$ cat src/rtl/leb128_pkg.sv
// leb128_pkg
//   Shared definitions for the LEB128 pack/unpack family.
//   - maxlen(w): number of 7-bit groups needed to carry a w-bit value
//   - lenw(w):   width of a length field able to hold 0..maxlen(w)+1
//   - state_t:   decoder states (accumulate / drain overlong input)
//   - bit-index constants for the encoded byte layout
package leb128_pkg;

    // Encoded byte: bit 7 = continuation, bits 6:0 = payload
    localparam int CONT_BIT     = 7;
    localparam int SIGN_BIT     = 6;
    localparam int PAYLOAD_BITS = 7;

    typedef enum logic {
        ST_ACC   = 1'b0,
        ST_DRAIN = 1'b1
    } state_t;

    function automatic int maxlen(input int w);
        return (w + PAYLOAD_BITS - 1) / PAYLOAD_BITS;
    endfunction

    function automatic int lenw(input int w);
        return $clog2(maxlen(w) + 2);
    endfunction

endpackage

$ cat src/rtl/leb128_out_reg.sv
// leb128_out_reg
//   Single-entry valid/ready holding register for a decoded result.
//   Ports:
//     clk, rst_n   - clock, synchronous active-low reset
//     load         - capture load_data (only asserted while ready is high)
//     load_data    - payload to hold
//     ready        - register can take a new payload this cycle
//     valid        - payload present
//     take         - consumer accepts the held payload
//     data         - held payload
module leb128_out_reg #(
    parameter int PW = 8
) (
    input  logic          clk,
    input  logic          rst_n,
    input  logic          load,
    input  logic [PW-1:0] load_data,
    output logic          ready,
    output logic          valid,
    input  logic          take,
    output logic [PW-1:0] data
);

    // Free when empty, or when the held entry leaves in this same cycle,
    // which lets a new result replace the old one without a bubble.
    assign ready = !valid || take;

    always_ff @(posedge clk) begin
        if (!rst_n) begin
            valid <= 1'b0;
            data  <= '0;
        end else if (load) begin
            valid <= 1'b1;
            data  <= load_data;
        end else if (take) begin
            valid <= 1'b0;
        end
    end

endmodule

$ cat src/rtl/leb128_stream_decoder.sv
// leb128_stream_decoder
//   Streaming LEB128 decoder: one encoded byte per cycle in, one decoded
//   value (with encoded length and error flag) out through a registered
//   valid/ready stage. Signed/unsigned mode is chosen per value.
//   Ports:
//     clk, rst_n            - clock, synchronous active-low reset
//     in_valid / in_ready   - byte channel handshake
//     in_data[7:0]          - encoded byte (bit7 continuation, 6:0 payload)
//     in_signed             - mode, sampled with the first byte of a value
//     out_valid / out_ready - result channel handshake
//     out_data[W-1:0]       - decoded value
//     out_len[LW-1:0]       - bytes consumed (MAXLEN+1 for overlong input)
//     out_err               - malformed or overlong encoding
module leb128_stream_decoder
    import leb128_pkg::*;
#(
    parameter int W      = 64,
    parameter int MAXLEN = maxlen(W),
    parameter int LW     = lenw(W)
) (
    input  logic          clk,
    input  logic          rst_n,
    input  logic          in_valid,
    output logic          in_ready,
    input  logic [7:0]    in_data,
    input  logic          in_signed,
    output logic          out_valid,
    input  logic          out_ready,
    output logic [W-1:0]  out_data,
    output logic [LW-1:0] out_len,
    output logic          out_err
);

    // Payload bits of the final group that still land inside the W-bit value
    localparam int U = W - PAYLOAD_BITS * (MAXLEN - 1);
    // Final-group payload bits that fall above bit W-1
    localparam logic [6:0] HI_MASK = 7'(7'h7f << U);
    localparam logic [LW-1:0] LEN_OVER = LW'(MAXLEN + 1);
    localparam logic [LW-1:0] LAST_K   = LW'(MAXLEN - 1);

    state_t        state;
    logic [W-1:0]  acc;
    logic [LW-1:0] cnt;
    logic          mode;

    logic          accept;
    logic          cont;
    logic          mode_eff;
    logic          last;
    logic          hi_err;
    logic [6:0]    payload;
    logic [6:0]    hi_bits;
    logic [W-1:0]  acc_next;
    logic [W-1:0]  ext_mask;
    logic [W-1:0]  value;

    logic              load;
    logic [W+LW:0]     load_data;
    logic [W+LW:0]     held;

    assign accept = in_valid && in_ready;

    // Datapath for the byte on the input: merge its payload into the
    // accumulator, then sign- or zero-extend as if it were the terminator.
    // Shifts past W-1 drop bits naturally, which gives both the truncation
    // of the final group and an empty extension mask when all W bits are
    // already covered.
    always_comb begin
        payload  = in_data[CONT_BIT-1:0];
        cont     = in_data[CONT_BIT];
        mode_eff = (cnt == '0) ? in_signed : mode;
        last     = (cnt == LAST_K);
        acc_next = acc | (W'(payload) << (PAYLOAD_BITS * 32'(cnt)));
        ext_mask = {W{1'b1}} << (PAYLOAD_BITS * (32'(cnt) + 1));
        value    = (mode_eff && payload[SIGN_BIT]) ? (acc_next | ext_mask) : acc_next;

        // The bits of the final group above the value must be a uniform
        // filler: all zero when unsigned, all zero or all one when signed.
        // The top in-range bit is not compared, so nine ff bytes closed by
        // 01 decode to -1 cleanly, while 02 marks the value malformed.
        hi_bits = payload & HI_MASK;
        if (mode_eff) begin
            hi_err = (hi_bits != 7'd0) && (hi_bits != HI_MASK);
        end else begin
            hi_err = (hi_bits != 7'd0);
        end
        if (!last) begin
            hi_err = 1'b0;
        end
    end

    // Result selection: a terminator in ACC emits the decoded value, a
    // terminator in DRAIN closes an overlong encoding with a fixed error
    // result.
    always_comb begin
        load      = 1'b0;
        load_data = '0;
        if (accept && !cont) begin
            load = 1'b1;
            if (state == ST_DRAIN) begin
                load_data = {1'b1, LEN_OVER, {W{1'b0}}};
            end else begin
                load_data = {hi_err, cnt + LW'(1), value};
            end
        end
    end

    // Decoder state. Nothing moves without an accepted byte, so bubbles and
    // backpressure (in_ready low) freeze the accumulator.
    always_ff @(posedge clk) begin
        if (!rst_n) begin
            state <= ST_ACC;
            acc   <= '0;
            cnt   <= '0;
            mode  <= 1'b0;
        end else if (accept) begin
            case (state)
                ST_ACC: begin
                    if (!cont) begin
                        acc <= '0;
                        cnt <= '0;
                    end else if (last) begin
                        state <= ST_DRAIN;
                        acc   <= '0;
                        cnt   <= '0;
                    end else begin
                        acc <= acc_next;
                        cnt <= cnt + LW'(1);
                        if (cnt == '0) begin
                            mode <= in_signed;
                        end
                    end
                end
                ST_DRAIN: begin
                    if (!cont) begin
                        state <= ST_ACC;
                    end
                end
                default: state <= ST_ACC;
            endcase
        end
    end

    leb128_out_reg #(
        .PW(W + LW + 1)
    ) u_out_reg (
        .clk       (clk),
        .rst_n     (rst_n),
        .load      (load),
        .load_data (load_data),
        .ready     (in_ready),
        .valid     (out_valid),
        .take      (out_ready),
        .data      (held)
    );

    assign out_err  = held[W+LW];
    assign out_len  = held[W+LW-1:W];
    assign out_data = held[W-1:0];

endmodule
$ cat config.mk
export PLATFORM = sky130hd
export DESIGN_NAME = leb128_stream_decoder
export DESIGN_NICKNAME = d
export VERILOG_FILES = /design/src/rtl/leb128_pkg.sv /design/src/rtl/leb128_out_reg.sv /design/src/rtl/leb128_stream_decoder.sv
export SDC_FILE = /design/constraint.sdc
export NUM_CORES = 1
export LEC_CHECK = 0
export BUFFER_PORTS_ARGS = -buffer_cell sky130_fd_sc_hd__buf_4
export CORE_AREA = 8 8 126 128
export CTS_CLUSTER_SIZE = 10
export DETAILED_ROUTE_END_ITERATION = 10
export DIE_AREA = 0 0 134 136
export PLACE_DENSITY = 0.75
export SETUP_SLACK_MARGIN = 0.2
export SYNTH_ARGS = -nofsm -noshare
export SYNTH_HDL_FRONTEND = slang
export SYNTH_SLANG_ARGS = --single-unit
$ cat constraint.sdc
create_clock -name clk -period 5.4 [get_ports clk]
set_input_delay 1.08 -clock clk [delete_from_list [all_inputs] [get_ports clk]]
set_output_delay 1.08 -clock clk [all_outputs]
set_load 0.01 [all_outputs]
==> results.md <==
Logic synthesis:
- After technology mapping, the gate count stands at 783.
- The share of the Yosys chip area taken by registers is 0.421.
- The fraction of registers with async set or reset after synthesis is 0.
- Counting every net in the synthesized netlist gives 807.
- A synthesized cell averages 8.50 sq um.
- In this run, synthesis produced a sequential element count of 140.
- The cell area that synthesis handed to floorplanning was 0.00666 sq mm.
- The number of enable flip-flop cells after synthesis is 0.
- Synthesis instantiated 56 different standard cells from the library.
- For this run, the leading register cell type out of synthesis is sky130_fd_sc_hd__dfxtp_1.
- Yosys printed 0 warnings.

Worst setup path:
- The worst setup path is of the reg2reg kind.
- The cell class contributing the biggest share of worst-path delay is compound AO/OA/AOI/OAI gates.
- The category of the worst setup path capture point is a flop.
- At the worst endpoint, the required time is 5.71 ns.
- The type of element launching the critical path is a flop.
- The delay of the slowest critical-path stage is 0.78 ns.
- The signal on the critical path passes through inv_1 > ha_1 > xnor2_1 > xnor2_1 > ha_1 > a21oi_1 > xnor2_1 > a211oi_1 > o21ai_0 > a221o_1.
- The cell type with the highest occurrence count on the critical path is sky130_fd_sc_hd__xnor2_1.
- The slowest stage of the critical path is the sky130_fd_sc_hd__dfxtp_1 cell.
- The critical path arrival is 4.75 ns.
- Along the worst path, the maximum fanout reaches 21.
- The sum of buffers and inverters on the critical path is 1.

Global routing:
- The global-route total usage across every layer is 0.231.
- The maximum number of pins on one net before global-route repair is 74.
- The initial antenna violation count is 0.
- The global-route wire length before repair is 32800 microns.
- The number of global-route vias before repair is 5784.
- The sum of overflow across all layers after global routing is 0.

Place:
- In this run the cell area measured after placement is 0.00729 sq mm.
- Port buffering added 83 buffers.
- The instance count after placement with tap cells included is 986.
- The congestion estimate from routability-driven global placement came to 0.928.
- Detailed placement ended at an HPWL of 14700 microns.

Final layout:
- The number of nets in the final layout is 845.
- In the final layout, the share of cells above drive strength 1 is 0.159.
- With fillers left out, the area of the finished cells amounts to 0.00782 sq mm.
- 0 antenna diodes ended up in the layout.
- The signed area change from the synthesized netlist to the final layout is 17.4%.
- Excluding fillers, the count of instances in the completed layout stands at 1015.

Routing:
- The pre-antenna-repair detailed-routing pass consisted of 6 iterations.
- The average wire per standard cell is 21.1 microns.
- After detailed routing, the total wire length is 21400 microns.
- In the routed layout, each cell is associated on average with a via count of 6.10.
- The post-route antenna net violation count is 0.
- The routed layout has 6192 vias.
- The residual DRC count is 0.
- The count of routing violations after the opening detailed-route iteration is 723.

Timing:
- The clock skew after layout is 0.00586 ns.
- Static timing analysis puts the maximum clock frequency at 225 MHz.
- The total count of max-transition violations in the final report is 0.
- Headroom to the max-slew limit came out at 0.179.
- Setup violations remaining at the end of the flow were counted as 0.
- The transition time of the tightest slew-check pin is 1.22 ns.
- The final critical delay including setup and external delays is 4.44 ns.
- The sum of negative setup slack is 0 ns.
- The smallest hold slack is 0.458 ns.
- Setup repair after global routing left no endpoint under its margin.
- The number of hold violations in the final report came to 0.
- Of the available clock period, the critical path in the final layout requires 0.822.

Clock network:
- The number of setup buffers added after CTS is 0.
- The CTS tree is built.
- The number of gates given a new drive strength after cts is 0.
- Clock-pin slew was measured on the worst setup and hold paths at 0.05 ns.
- In this run the clock root is driven by a sky130_fd_sc_hd__clkbuf_16.
- The total CTS buffers is 17.
- The buffer depth of the longest clock path is 2.
- The clock latency on the worst-skew pair is 0.42 ns.
- The number of hold buffers added after CTS is 0.
- For this design, the sink count on the clock tree is 140.
- CTS built an H-tree with a depth of 4.

Floorplan:
- The total die area is 0.0182 sq mm.
- Measured along the y axis, the die boundary spans 136 microns.
- The area of the core region is 0.0140 sq mm.
- The initial core utilization is 0.474.
- The die is 134 microns wide.
- 84 I/O pins were placed.
- The count of standard-cell rows is 44.

Power:
- Summing internal, switching and leakage power gives 0.00238 W.
- In this run the static leakage power is 2.92 nW.
- The power density normalized to cell area is 305 mW/mm^2.
- IR analysis of the VDD net gives a maximum drop of 0.206 mV.

Status:
- The flow ran to the end, and the final reports show no timing, DRC or antenna violations.

Min path:
- The class of the tightest hold or removal check is reg2reg.

Run:
- The count of maximum capacitance violations is 0.
cell usage after synthesis, types with 3 or more instances:
cell                          n  share of area
sky130_fd_sc_hd__o221ai_2     5          0.011
sky130_fd_sc_hd__dfxtp_1    140           0.42
sky130_fd_sc_hd__clkbuf_1    55          0.031
sky130_fd_sc_hd__nand2b_1     5         0.0047
sky130_fd_sc_hd__o21a_1       4         0.0045
sky130_fd_sc_hd__o21ai_0     45          0.034
sky130_fd_sc_hd__and2_1      20          0.019
sky130_fd_sc_hd__nand2_1     34          0.019
sky130_fd_sc_hd__a31oi_1      6         0.0056
sky130_fd_sc_hd__or2_2        4         0.0038
sky130_fd_sc_hd__o31ai_1      5         0.0056
sky130_fd_sc_hd__nor3_1      14          0.011
sky130_fd_sc_hd__buf_1        8         0.0045
sky130_fd_sc_hd__a21boi_0     5         0.0056
sky130_fd_sc_hd__a22oi_1     53          0.060
sky130_fd_sc_hd__nor3b_1      4         0.0045
sky130_fd_sc_hd__a31o_2       3         0.0039
sky130_fd_sc_hd__nor2b_1     61          0.057
sky130_fd_sc_hd__a221o_1     42          0.063
sky130_fd_sc_hd__xnor2_1     13          0.017
sky130_fd_sc_hd__nor4_1       4         0.0038
sky130_fd_sc_hd__and3_1       8         0.0075
sky130_fd_sc_hd__a2bb2oi_1    7         0.0092
sky130_fd_sc_hd__inv_1        6         0.0034
sky130_fd_sc_hd__nand3_1      5         0.0038
sky130_fd_sc_hd__nor2_1      91          0.051
sky130_fd_sc_hd__a21o_1       3         0.0034
sky130_fd_sc_hd__o211ai_1     3         0.0034
sky130_fd_sc_hd__ha_1        11          0.021
sky130_fd_sc_hd__buf_2        8         0.0060
sky130_fd_sc_hd__o2bb2ai_1    4         0.0053
sky130_fd_sc_hd__a21oi_1     77          0.058
per-stage QoR:
step / setup slack [ns] / util
after detailed placement: 1.03 / 0.519
after global routing: 0.703 / 0.557
after floorplan: 1.85 / -
after global placement: 1.15 / 0.519
final: 0.959 / 0.557
after CTS: 1.05 / 0.557
path summary, 6_finish.rpt:
check                     startpoint  slack [ns]                  to  cells after the start
setup / recovery              cnt[0]        0.96  u_out_reg.data[48]                     10
setup reg to reg              cnt[0]        0.96  u_out_reg.data[48]                     10
hold reg to reg   u_out_reg.data[31]        0.46  u_out_reg.data[31]                      1
hold / removal    u_out_reg.data[31]        0.46  u_out_reg.data[31]                      1
sequential cells by signal (all words and copies together), names as in the netlist:
signal,cells
cnt,4
state,1
u_out_reg.valid,1
u_out_reg.data,69
mode,1
acc,64
report_power, final:
group	internal [W]	switching [W]
logic	0.0000843	0.000155
clock network	0.000661	0.000408
registers	0.00106	0.0000185
total	0.00180	0.000582
cell type report:
type                       instances  area, sq um
fill                            1276         6220
clock buffer                      27          493
multi-input combinational        563         3530
tap                              184          230
sequential                       140         2800
inverter                           6         22.5
clock inverter                     2         35.0
timing repair buffer              93          698
cells by family after synthesis:
kind of cell             after synthesis  synth area share
buffers and inverters                 80            0.0494
multiplexers                           1           0.00225
adder cells (fa/ha/maj)               11            0.0207
AO/OA/AOI/OAI                        273             0.286
flip-flops                           140             0.421
AND/OR/NAND/NOR                      263             0.201
XOR/XNOR                              15            0.0197
cell usage in the layout (no fill, tap or decap), drive strengths merged, types with 2 or more instances in the layout:
cell	Yosys	routed
a21boi	5	5
a21o	3	3
a21oi	77	77
a221o	42	42
a22oi	53	53
a2bb2oi	7	7
a31o	3	3
a31oi	6	6
and2	21	21
and3	8	8
buf	19	93
clkbuf	55	27
dfxtp	140	140
ha	11	11
inv	6	6
nand2	34	34
nand2b	5	5
nand3	5	5
nand4	2	2
nor2	91	91
nor2b	61	61
nor3	15	15
nor3b	4	4
nor4	4	4
o211ai	3	3
o21a	4	4
o21ai	47	47
o221ai	5	5
o2bb2ai	4	4
o311ai	2	2
o31ai	5	5
or2	5	5
or3	2	2
or4	2	2
xnor2	13	13
xor2	2	2
metal layers:
| metal | share of wire | vias to the layer above | global-route usage |
|---|---|---|---|
| met5 | 0 | - | 0 |
| met4 | 0.042 | 0 | 0.126 |
| met3 | 0.083 | 55 | 0.0573 |
| met2 | 0.45 | 304 | 0.352 |
| met1 | 0.42 | 2926 | 0.296 |
| li1 | - | 2907 | - |
Power figures use the tool's default switching activity.
